$ cat src/rtl/sys_defs_pkg.sv
// Shared front-end definitions: PC and instruction types, the NOOP encoding and the fetch FSM states.
package sys_defs;

    typedef logic [63:0] PC;
    typedef logic [31:0] INSTRUCTION;

    // RISC-V canonical NOP (addi x0, x0, 0), driven on lanes that carry no instruction
    localparam INSTRUCTION NOOP_INST = 32'h0000_0013;

    typedef enum logic {
        FETCH = 1'b0,
        DRAIN = 1'b1
    } fetch_state_t;

endpackage

$ cat src/rtl/fetch_issue_unit_lane_select.sv
// fetch_lane_select: combinational issue-count, taken truncation, lane muxing and next-PC selection
// for one 8-byte fetch packet.
module fetch_lane_select
    import sys_defs::*;
#(
    parameter int PC_W = 64
) (
    input  logic [PC_W-1:0]   fetch_pc,
    input  logic [1:0]        ib_nAvai,
    input  logic [1:0]        bp_pred_taken,
    input  logic [2*PC_W-1:0] bp_pred_NPC,
    input  logic [63:0]       rsp_data,
    input  logic              issue_en,
    output logic [1:0]        n_issue,
    output logic [1:0]        lane_valid,
    output logic [63:0]       lane_inst,
    output logic [2*PC_W-1:0] lane_pc,
    output logic [2*PC_W-1:0] lane_npc,
    output logic [PC_W-1:0]   next_pc
);

    logic [1:0]      avail;
    logic [PC_W-1:0] pc0;
    logic [PC_W-1:0] pc1;
    INSTRUCTION      inst0;
    INSTRUCTION      inst1;

    assign pc0      = fetch_pc;
    assign pc1      = fetch_pc + PC_W'(4);
    assign lane_pc  = {pc1, pc0};
    assign lane_npc = {pc1 + PC_W'(4), pc0 + PC_W'(4)};

    // An odd fetch PC leaves only slot 1 of the packet, which moves down to lane 0
    assign inst0 = fetch_pc[2] ? rsp_data[63:32] : rsp_data[31:0];
    assign inst1 = rsp_data[63:32];

    always_comb begin
        avail   = fetch_pc[2] ? 2'd1 : 2'd2;
        n_issue = (ib_nAvai < avail) ? ib_nAvai : avail;
        if (!issue_en) begin
            n_issue = 2'd0;
        end
        // A predicted-taken lane 0 ends the packet; lane 1 would be off the predicted path
        if (n_issue == 2'd2 && bp_pred_taken[0]) begin
            n_issue = 2'd1;
        end
    end

    always_comb begin
        lane_valid = 2'b00;
        next_pc    = fetch_pc;
        case (n_issue)
            2'd1: begin
                lane_valid = 2'b01;
                next_pc    = bp_pred_taken[0] ? bp_pred_NPC[PC_W-1:0] : pc0 + PC_W'(4);
            end
            2'd2: begin
                lane_valid = 2'b11;
                next_pc    = bp_pred_taken[1] ? bp_pred_NPC[2*PC_W-1:PC_W] : pc0 + PC_W'(8);
            end
            default: begin
                lane_valid = 2'b00;
                next_pc    = fetch_pc;
            end
        endcase
    end

    assign lane_inst = {lane_valid[1] ? inst1 : NOOP_INST,
                        lane_valid[0] ? inst0 : NOOP_INST};

endmodule

$ cat src/rtl/fetch_issue_unit.sv
// fetch_issue_unit: 2-way fetch front end with mispredict redirect and stale-response draining.
// Optional FETCH_STATS_EN adds saturating performance counters as extra output ports.
module fetch_issue_unit
    import sys_defs::*;
#(
    parameter logic [63:0] RESET_PC = 64'h0,
    parameter int          PC_W     = 64
) (
    input  logic              clk,
    input  logic              reset,
    input  logic              br_pred_wrong,
    input  logic [PC_W-1:0]   br_recover_pc,
    input  logic [1:0]        ib_nAvai,
    input  logic [1:0]        bp_pred_taken,
    input  logic [2*PC_W-1:0] bp_pred_NPC,
    output logic              icache_req,
    output logic [PC_W-1:0]   icache_addr,
    input  logic              icache_rsp_valid,
    input  logic [63:0]       icache_rsp_data,
    output logic [63:0]       if_inst_out,
    output logic [2*PC_W-1:0] if_pc_out,
    output logic [2*PC_W-1:0] if_not_taken_NPC,
    output logic [1:0]        if_valid_out
`ifdef FETCH_STATS_EN
    ,
    output logic [31:0]       stat_fetched,
    output logic [31:0]       stat_miss_cycles,
    output logic [31:0]       stat_ib_full_cycles,
    output logic [31:0]       stat_redirects
`endif
);

    fetch_state_t    state;
    logic [PC_W-1:0] fetch_pc;
    logic [PC_W-1:0] drain_pc;
    logic [PC_W-1:0] next_pc;
    logic [1:0]      n_issue;
    logic            issue_en;

    assign issue_en    = !reset && state == FETCH && icache_rsp_valid && !br_pred_wrong;
    assign icache_req  = !reset;
    assign icache_addr = {fetch_pc[PC_W-1:3], 3'b000};

    fetch_lane_select #(.PC_W(PC_W)) u_lane_select (
        .fetch_pc      (fetch_pc),
        .ib_nAvai      (ib_nAvai),
        .bp_pred_taken (bp_pred_taken),
        .bp_pred_NPC   (bp_pred_NPC),
        .rsp_data      (icache_rsp_data),
        .issue_en      (issue_en),
        .n_issue       (n_issue),
        .lane_valid    (if_valid_out),
        .lane_inst     (if_inst_out),
        .lane_pc       (if_pc_out),
        .lane_npc      (if_not_taken_NPC),
        .next_pc       (next_pc)
    );

    // In DRAIN fetch_pc still names the stale request, so the address stays put until it returns
    always_ff @(posedge clk) begin
        if (reset) begin
            state    <= FETCH;
            fetch_pc <= RESET_PC[PC_W-1:0];
            drain_pc <= '0;
        end else if (br_pred_wrong) begin
            if (icache_rsp_valid) begin
                fetch_pc <= br_recover_pc;
                state    <= FETCH;
            end else begin
                drain_pc <= br_recover_pc;
                state    <= DRAIN;
            end
        end else if (state == DRAIN) begin
            if (icache_rsp_valid) begin
                fetch_pc <= drain_pc;
                state    <= FETCH;
            end
        end else if (icache_rsp_valid) begin
            fetch_pc <= next_pc;
        end
    end

`ifdef FETCH_STATS_EN
    logic [32:0] fetched_sum;

    assign fetched_sum = {1'b0, stat_fetched} + 33'(n_issue);

    always_ff @(posedge clk) begin
        if (reset) begin
            stat_fetched        <= '0;
            stat_miss_cycles    <= '0;
            stat_ib_full_cycles <= '0;
            stat_redirects      <= '0;
        end else begin
            stat_fetched <= fetched_sum[32] ? '1 : fetched_sum[31:0];
            if (state == FETCH && !icache_rsp_valid && stat_miss_cycles != '1) begin
                stat_miss_cycles <= stat_miss_cycles + 32'd1;
            end
            if (icache_rsp_valid && ib_nAvai == 2'd0 && stat_ib_full_cycles != '1) begin
                stat_ib_full_cycles <= stat_ib_full_cycles + 32'd1;
            end
            if (br_pred_wrong && stat_redirects != '1) begin
                stat_redirects <= stat_redirects + 32'd1;
            end
        end
    end
`endif

endmodule

$ cat config.mk
export PLATFORM = sky130hd
export DESIGN_NAME = fetch_issue_unit
export DESIGN_NICKNAME = d
export VERILOG_FILES = /design/src/rtl/sys_defs_pkg.sv /design/src/rtl/fetch_issue_unit_lane_select.sv /design/src/rtl/fetch_issue_unit.sv
export SDC_FILE = /design/constraint.sdc
export NUM_CORES = 1
export LEC_CHECK = 0
export CAP_MARGIN = 20
export CORE_AREA = 2 2 254 256
export DETAILED_ROUTE_END_ITERATION = 8
export DIE_AREA = 0 0 256 258
export GPL_ROUTABILITY_DRIVEN = 0
export GPL_TIMING_DRIVEN = 0
export HOLD_SLACK_MARGIN = 0.06
export SYNTH_ARGS = -nofsm -noshare
export SYNTH_HDL_FRONTEND = slang
export SYNTH_SLANG_ARGS = --single-unit
$ cat constraint.sdc
create_clock -name clk -period 6.52 [get_ports clk]
set_clock_uncertainty 0.1 [all_clocks]
set_input_delay 0.652 -clock clk [delete_from_list [all_inputs] [get_ports clk]]
set_output_delay 0.652 -clock clk [all_outputs]
set_load 0.02 [all_outputs]
# Yosys cells after proc, flatten, opt, wreduce, memory -nomap -nowiden
# Index checks and enable logic that the tools add are counted.
# classes
addsub	3
magnitude_cmp	1
n_eq_ne	3
muxes	19
bitwise_logic	2
n_reduce_logical	9
# ops
op	count
$mux W64	7
$add A64 B3 Y64 const B	2
$pmux W64 S2	1
$mux W32	3
$add A64 B4 Y64 const B	1
$mux W2	4
$eq A2 B2 Y1 const B	2
$logic_and A1 B1 Y1	4
$pmux W2 S2	1
$reduce_and A2 Y1	2
$reduce_bool A4 Y1	1
$mux W1	3
$eq A2 B1 Y1 const B	1
$logic_not A1 Y1	2
$lt A2 B2 Y1	1
$not A1 Y1	2
# totals
regBits	129
in_bits	264
out_inout_bits	387
word_cells	40

# Longest topological paths before layout
# depth
depth_word	13
depth_mapped	17
ltp_nobuf	13

# Hierarchy
# A second synthesis with hierarchy kept.
# unflattened
hier_cells	2099
hier_area_um2	14531.4
# by_module_without_submodules
mod	n_inst	cells_per_inst	area_per_inst_um2	seq_area_each_um2
fetch_lane_select	1	1386	8405.6	0.0
fetch_issue_unit	1	713	6125.9	2582.5

# Worst setup path after synthesis
# OpenSTA, ideal clock, no wires.
# synth_timing
path_type	reg-to-output
from	register fetch_pc[3]
to	output if_not_taken_NPC[124]
arrival_time_ns	4.269
required_time_ns	5.768
setup_slack_ns	1.499
stages_incl_launch_ff	13
path_buffers	3
cell_sequence	dfxtp_1 ha_1 clkbuf_1 nand4_1 clkbuf_1 nor3_1 nand4_1 xnor2_1 nand4_1 or4b_1 clkbuf_1 nor4_2 xor2_1
# synth_via
elab_chain_cells	2
# synth_lines
item	line_no	source
start, declared	fetch_issue_unit.sv:34	logic [PC_W-1:0] fetch_pc;
start signal, assigned	fetch_issue_unit.sv:63	fetch_pc <= RESET_PC[PC_W-1:0];
start signal, assigned	fetch_issue_unit.sv:67	fetch_pc <= br_recover_pc;
start signal, assigned	fetch_issue_unit.sv:75	fetch_pc <= drain_pc;
$add A64 B3 Y64	n/a	
via if_not_taken_NPC[51]	fetch_issue_unit.sv:22	output logic [2*PC_W-1:0] if_not_taken_NPC,
$add A64 B3 Y64	fetch_issue_unit_lane_select.sv:31	assign lane_npc = {pc1 + PC_W'(4), pc0 + PC_W'(4)};
end, declared	fetch_issue_unit.sv:22	
# The timed path passes the listed nets, and every way through them passes these cells.

# Worst setup path after layout
# layout_timing
from	register fetch_pc[38]
to	output if_not_taken_NPC[127]
# layout_via
elab_chain_cells	2
# layout_lines
item	line_no	source
$add A64 B3 Y64	fetch_issue_unit_lane_select.sv:29	assign pc1 = fetch_pc + PC_W'(4);
$add A64 B3 Y64	fetch_issue_unit_lane_select.sv:31	
# No other way between the ends.

==> impl_metrics.py <==
metrics = {
    "sta": {
        "setup-violations-final": 0,
        "fin_crit_ns": 6.34,
        "period_share_pct": 97.2,
        "layout_setup_ws_ns": 0.183,
        "drv_slew": 0,
        "finalHoldViolCount": 0,
        "rsz0062_at_grt": "false",
        "relSlewSlack_pct": 24.1,
        "fmax_ghz": 0.158,
        "tightest_slew_ns": 1.14,
    },
    "power_and_ir_drop": {
        "p_leak_nw": 7.55,
        "vdd.ir_drop.worst_mv": 0.153,
        "power_mw": 3.36,
        "powerDensity_nw_per_um2": 156,
    },
    "synthesis": {
        "synth.most_common_cell": "nand2_1",
        "synth-seq-cells": 129,
        "synth_cells": 1868,
        "synthTopCellsByCount": "nand2_1 (227), a21oi_1 (163), clkbuf_1 (136), buf_4 (135), dfxtp_1 (129)",
        "ys_seq_area_share_pct": 19.8,
        "synth_area_leaders": "dfxtp_1 (20%), buf_4 (7.8%), xnor2_1 (6.6%), nand2_1 (6.5%), a21oi_1 (6.2%)",
        "synth_area_um2": 13100,
        "synthArstFlopShare_pct": 0,
        "yosys.area.top_type": "dfxtp_1",
        "yosys_warnings": 0,
        "yosys.area.top_type_share_pct": 19.8,
        "synthFlopType": "dfxtp_1",
        "yosys.cell_types.count": 77,
        "syn_area_per_cell_um2": 7.00,
        "synth_edf_count": 0,
    },
    "clock_tree": {
        "htreeDepth": 4,
        "clock-sinks": 129,
        "cts_tree": "yes",
        "numCtsBuffers": 17,
        "cts_root_buf": "clkbuf_16",
        "clk_pin_slew_ns": 0.07,
        "cts_buffer_depth": 2,
        "clk_latency_ns": 0.44,
        "ctsHoldBuffers": 0,
    },
    "flow_run": {
        "cap_violations": 0,
    },
    "routing": {
        "wl_per_cell_um": 27.6,
        "ant_nets": 0,
        "drc_errors": 0,
        "drt_wl_total_mm": 94.7,
        "dr.pass1.iters": 7,
        "num_vias": 18200,
        "via_per_inst": 5.29,
        "drt_iter0_drc": 2311,
    },
    "global_route": {
        "grt_pass1_wl_mm": 129,
        "gr-total-overflow": 0,
        "grt_start_max_net_pins": 17,
        "grt_pass1_vias": 17000,
        "antenna_found_initial": 29,
        "grt_use_total_pct": 27.2,
    },
    "die": {
        "fp.dieH_um": 258,
        "die_w_um": 256,
        "die-area_um2": 66000,
        "rows": 93,
        "io_pins": 651,
        "start_util_pct": 20.5,
        "core_area_um2": 63600,
    },
    "layout": {
        "utilization_pct": 33.9,
        "area_growth_pct": 65.2,
        "nNetsFinal": 2818,
        "fillers": 6918,
        "instances_no_fill": 3434,
        "drive_above_1_share_pct": 11.0,
    },
    "critical_path": {
        "cp.required_ns": 5.77,
        "cp-startpoint": "fetch_pc[38]",
        "reg2reg_to": "fetch_pc[55]",
        "crit_type": "reg -> out",
        "critPathMaxFanout": 9,
        "cp.arrival_ns": 5.59,
        "rrSetupSlack_ns": 0.64,
        "rr_startpoint": "state",
        "setup.worst_path.end": "if_not_taken_NPC[127]",
        "crit_path_start_kind": "register",
        "endpoint_kind": "output port",
        "rr_worst_depth": 14,
    },
    "outcome": {
        "status": "finished, final reports clean",
    },
    "placement": {
        "dp_slack_ns": -0.439,
        "placed_cells": 3375,
        "port_buffers": 645,
        "dp_hpwl_mm": 78.9,
    },
    "min_path": {
        "min_path_type": "reg -> reg",
    },
}
[through the flow]
step                instance area (µm²)  setup TNS, ns  hold slack (ns)
floorplan                         13100              0            0.333
global placement                  20600          -3.78            0.340
detailed placement                20700          -4.72            0.344
CTS                               21400              0            0.352
global route                      21600              0            0.365
finish                            21600              0            0.354
[worst max-delay path, stage by stage (launching register included)]
cell and delay (ns):
dfxtp_1 0.38, clkbuf_1 0.49, nand3_1 0.25, or4_1 0.65, nor4_1 0.59, xor2_2 0.44, o211ai_1 0.26, or4b_1 0.52
clkbuf_1 0.25, nor4_2 0.47, xnor2_1 0.17, clkdlybuf4s50_1 0.68
[registers in the layout, indices dropped and copies added (netlist names)]
name      cells
state         1
drain_pc     64
fetch_pc     64
[cells by family after synthesis]
| logic type | after synthesis | synth area share, % |
|---|---|---|
| multiplexers | 53 | 4.10 |
| AO/OA/AOI/OAI | 482 | 23.9 |
| other | 1 | 0.0287 |
| adder cells (fa/ha/maj) | 4 | 0.383 |
| AND/OR/NAND/NOR | 699 | 27.7 |
| buffers and inverters | 354 | 14.4 |
| flip-flops | 129 | 19.8 |
| XOR/XNOR | 146 | 9.79 |
[metal layers]
metal | vias up | routed length, µm | global-route usage [%]
met5 | - | 242 | 0
met4 | 34 | 5150 | 12.7
met3 | 290 | 9960 | 7.88
met2 | 1328 | 44300 | 46.3
met1 | 8511 | 35100 | 31.5
li1 | 8012 | - | -
[cells in the final DEF, fill, tap and decap left out, types with 17 or more instances in the layout]
master,count
a221oi_1,45
clkbuf_1,131
a22oi_1,23
nand3_1,47
and2_1,42
a21oi_1,163
dfxtp_1,126
mux2i_1,49
xor2_1,43
a221o_1,19
buf_4,147
clkbuf_16,17
and4_1,21
nor3_1,41
o211ai_1,27
inv_1,44
buf_2,29
nor4_1,28
o21ai_0,101
xnor2_1,89
nor2_1,116
nand2_1,227
nand4_1,73
clkdlybuf4s50_1,645
[worst min path at each step]
stage,from,endpoint,slack [ns],cells after the start
6_report,drain_pc[36],drain_pc[36],0.35,2
3_5_place_dp,drain_pc[36],drain_pc[36],0.34,2
5_1_grt,drain_pc[36],drain_pc[36],0.36,2
3_3_place_gp,drain_pc[28],drain_pc[28],0.34,2
4_1_cts,drain_pc[36],drain_pc[36],0.35,2
2_1_floorplan,drain_pc[24],drain_pc[24],0.33,2
[cell type report]
cell class / instances / area [µm²] / area share (%)
sequential: 129 / 2590 / 12.0
clock inverter: 13 / 114 / 0.527
timing repair buffer: 662 / 6600 / 30.6
tap: 855 / 1070 / 4.96
clock buffer: 19 / 443 / 2.05
multi-input combinational: 1387 / 8850 / 41.0
inverter: 46 / 173 / 0.800
buffer: 307 / 1710 / 7.90
antenna: 16 / 40.0 / 0.185
[repair_timing]
| item | in CTS | in global routing |
|---|---|---|
| gates resized for setup | 24 | 21 |
| endpoints found under the setup margin | 34 | 20 |
| pin swaps | 4 | 1 |
| setup buffers | 10 | 2 |
[report_power, final]
| group | switching (mW) | internal (mW) | leakage [nW] |
|---|---|---|---|
| logic | 0.821 | 0.677 | 6.23 |
| clock network | 0.396 | 0.533 | 0.261 |
| registers | 0.0916 | 0.840 | 1.06 |
(Power assumes the default switching activity.)
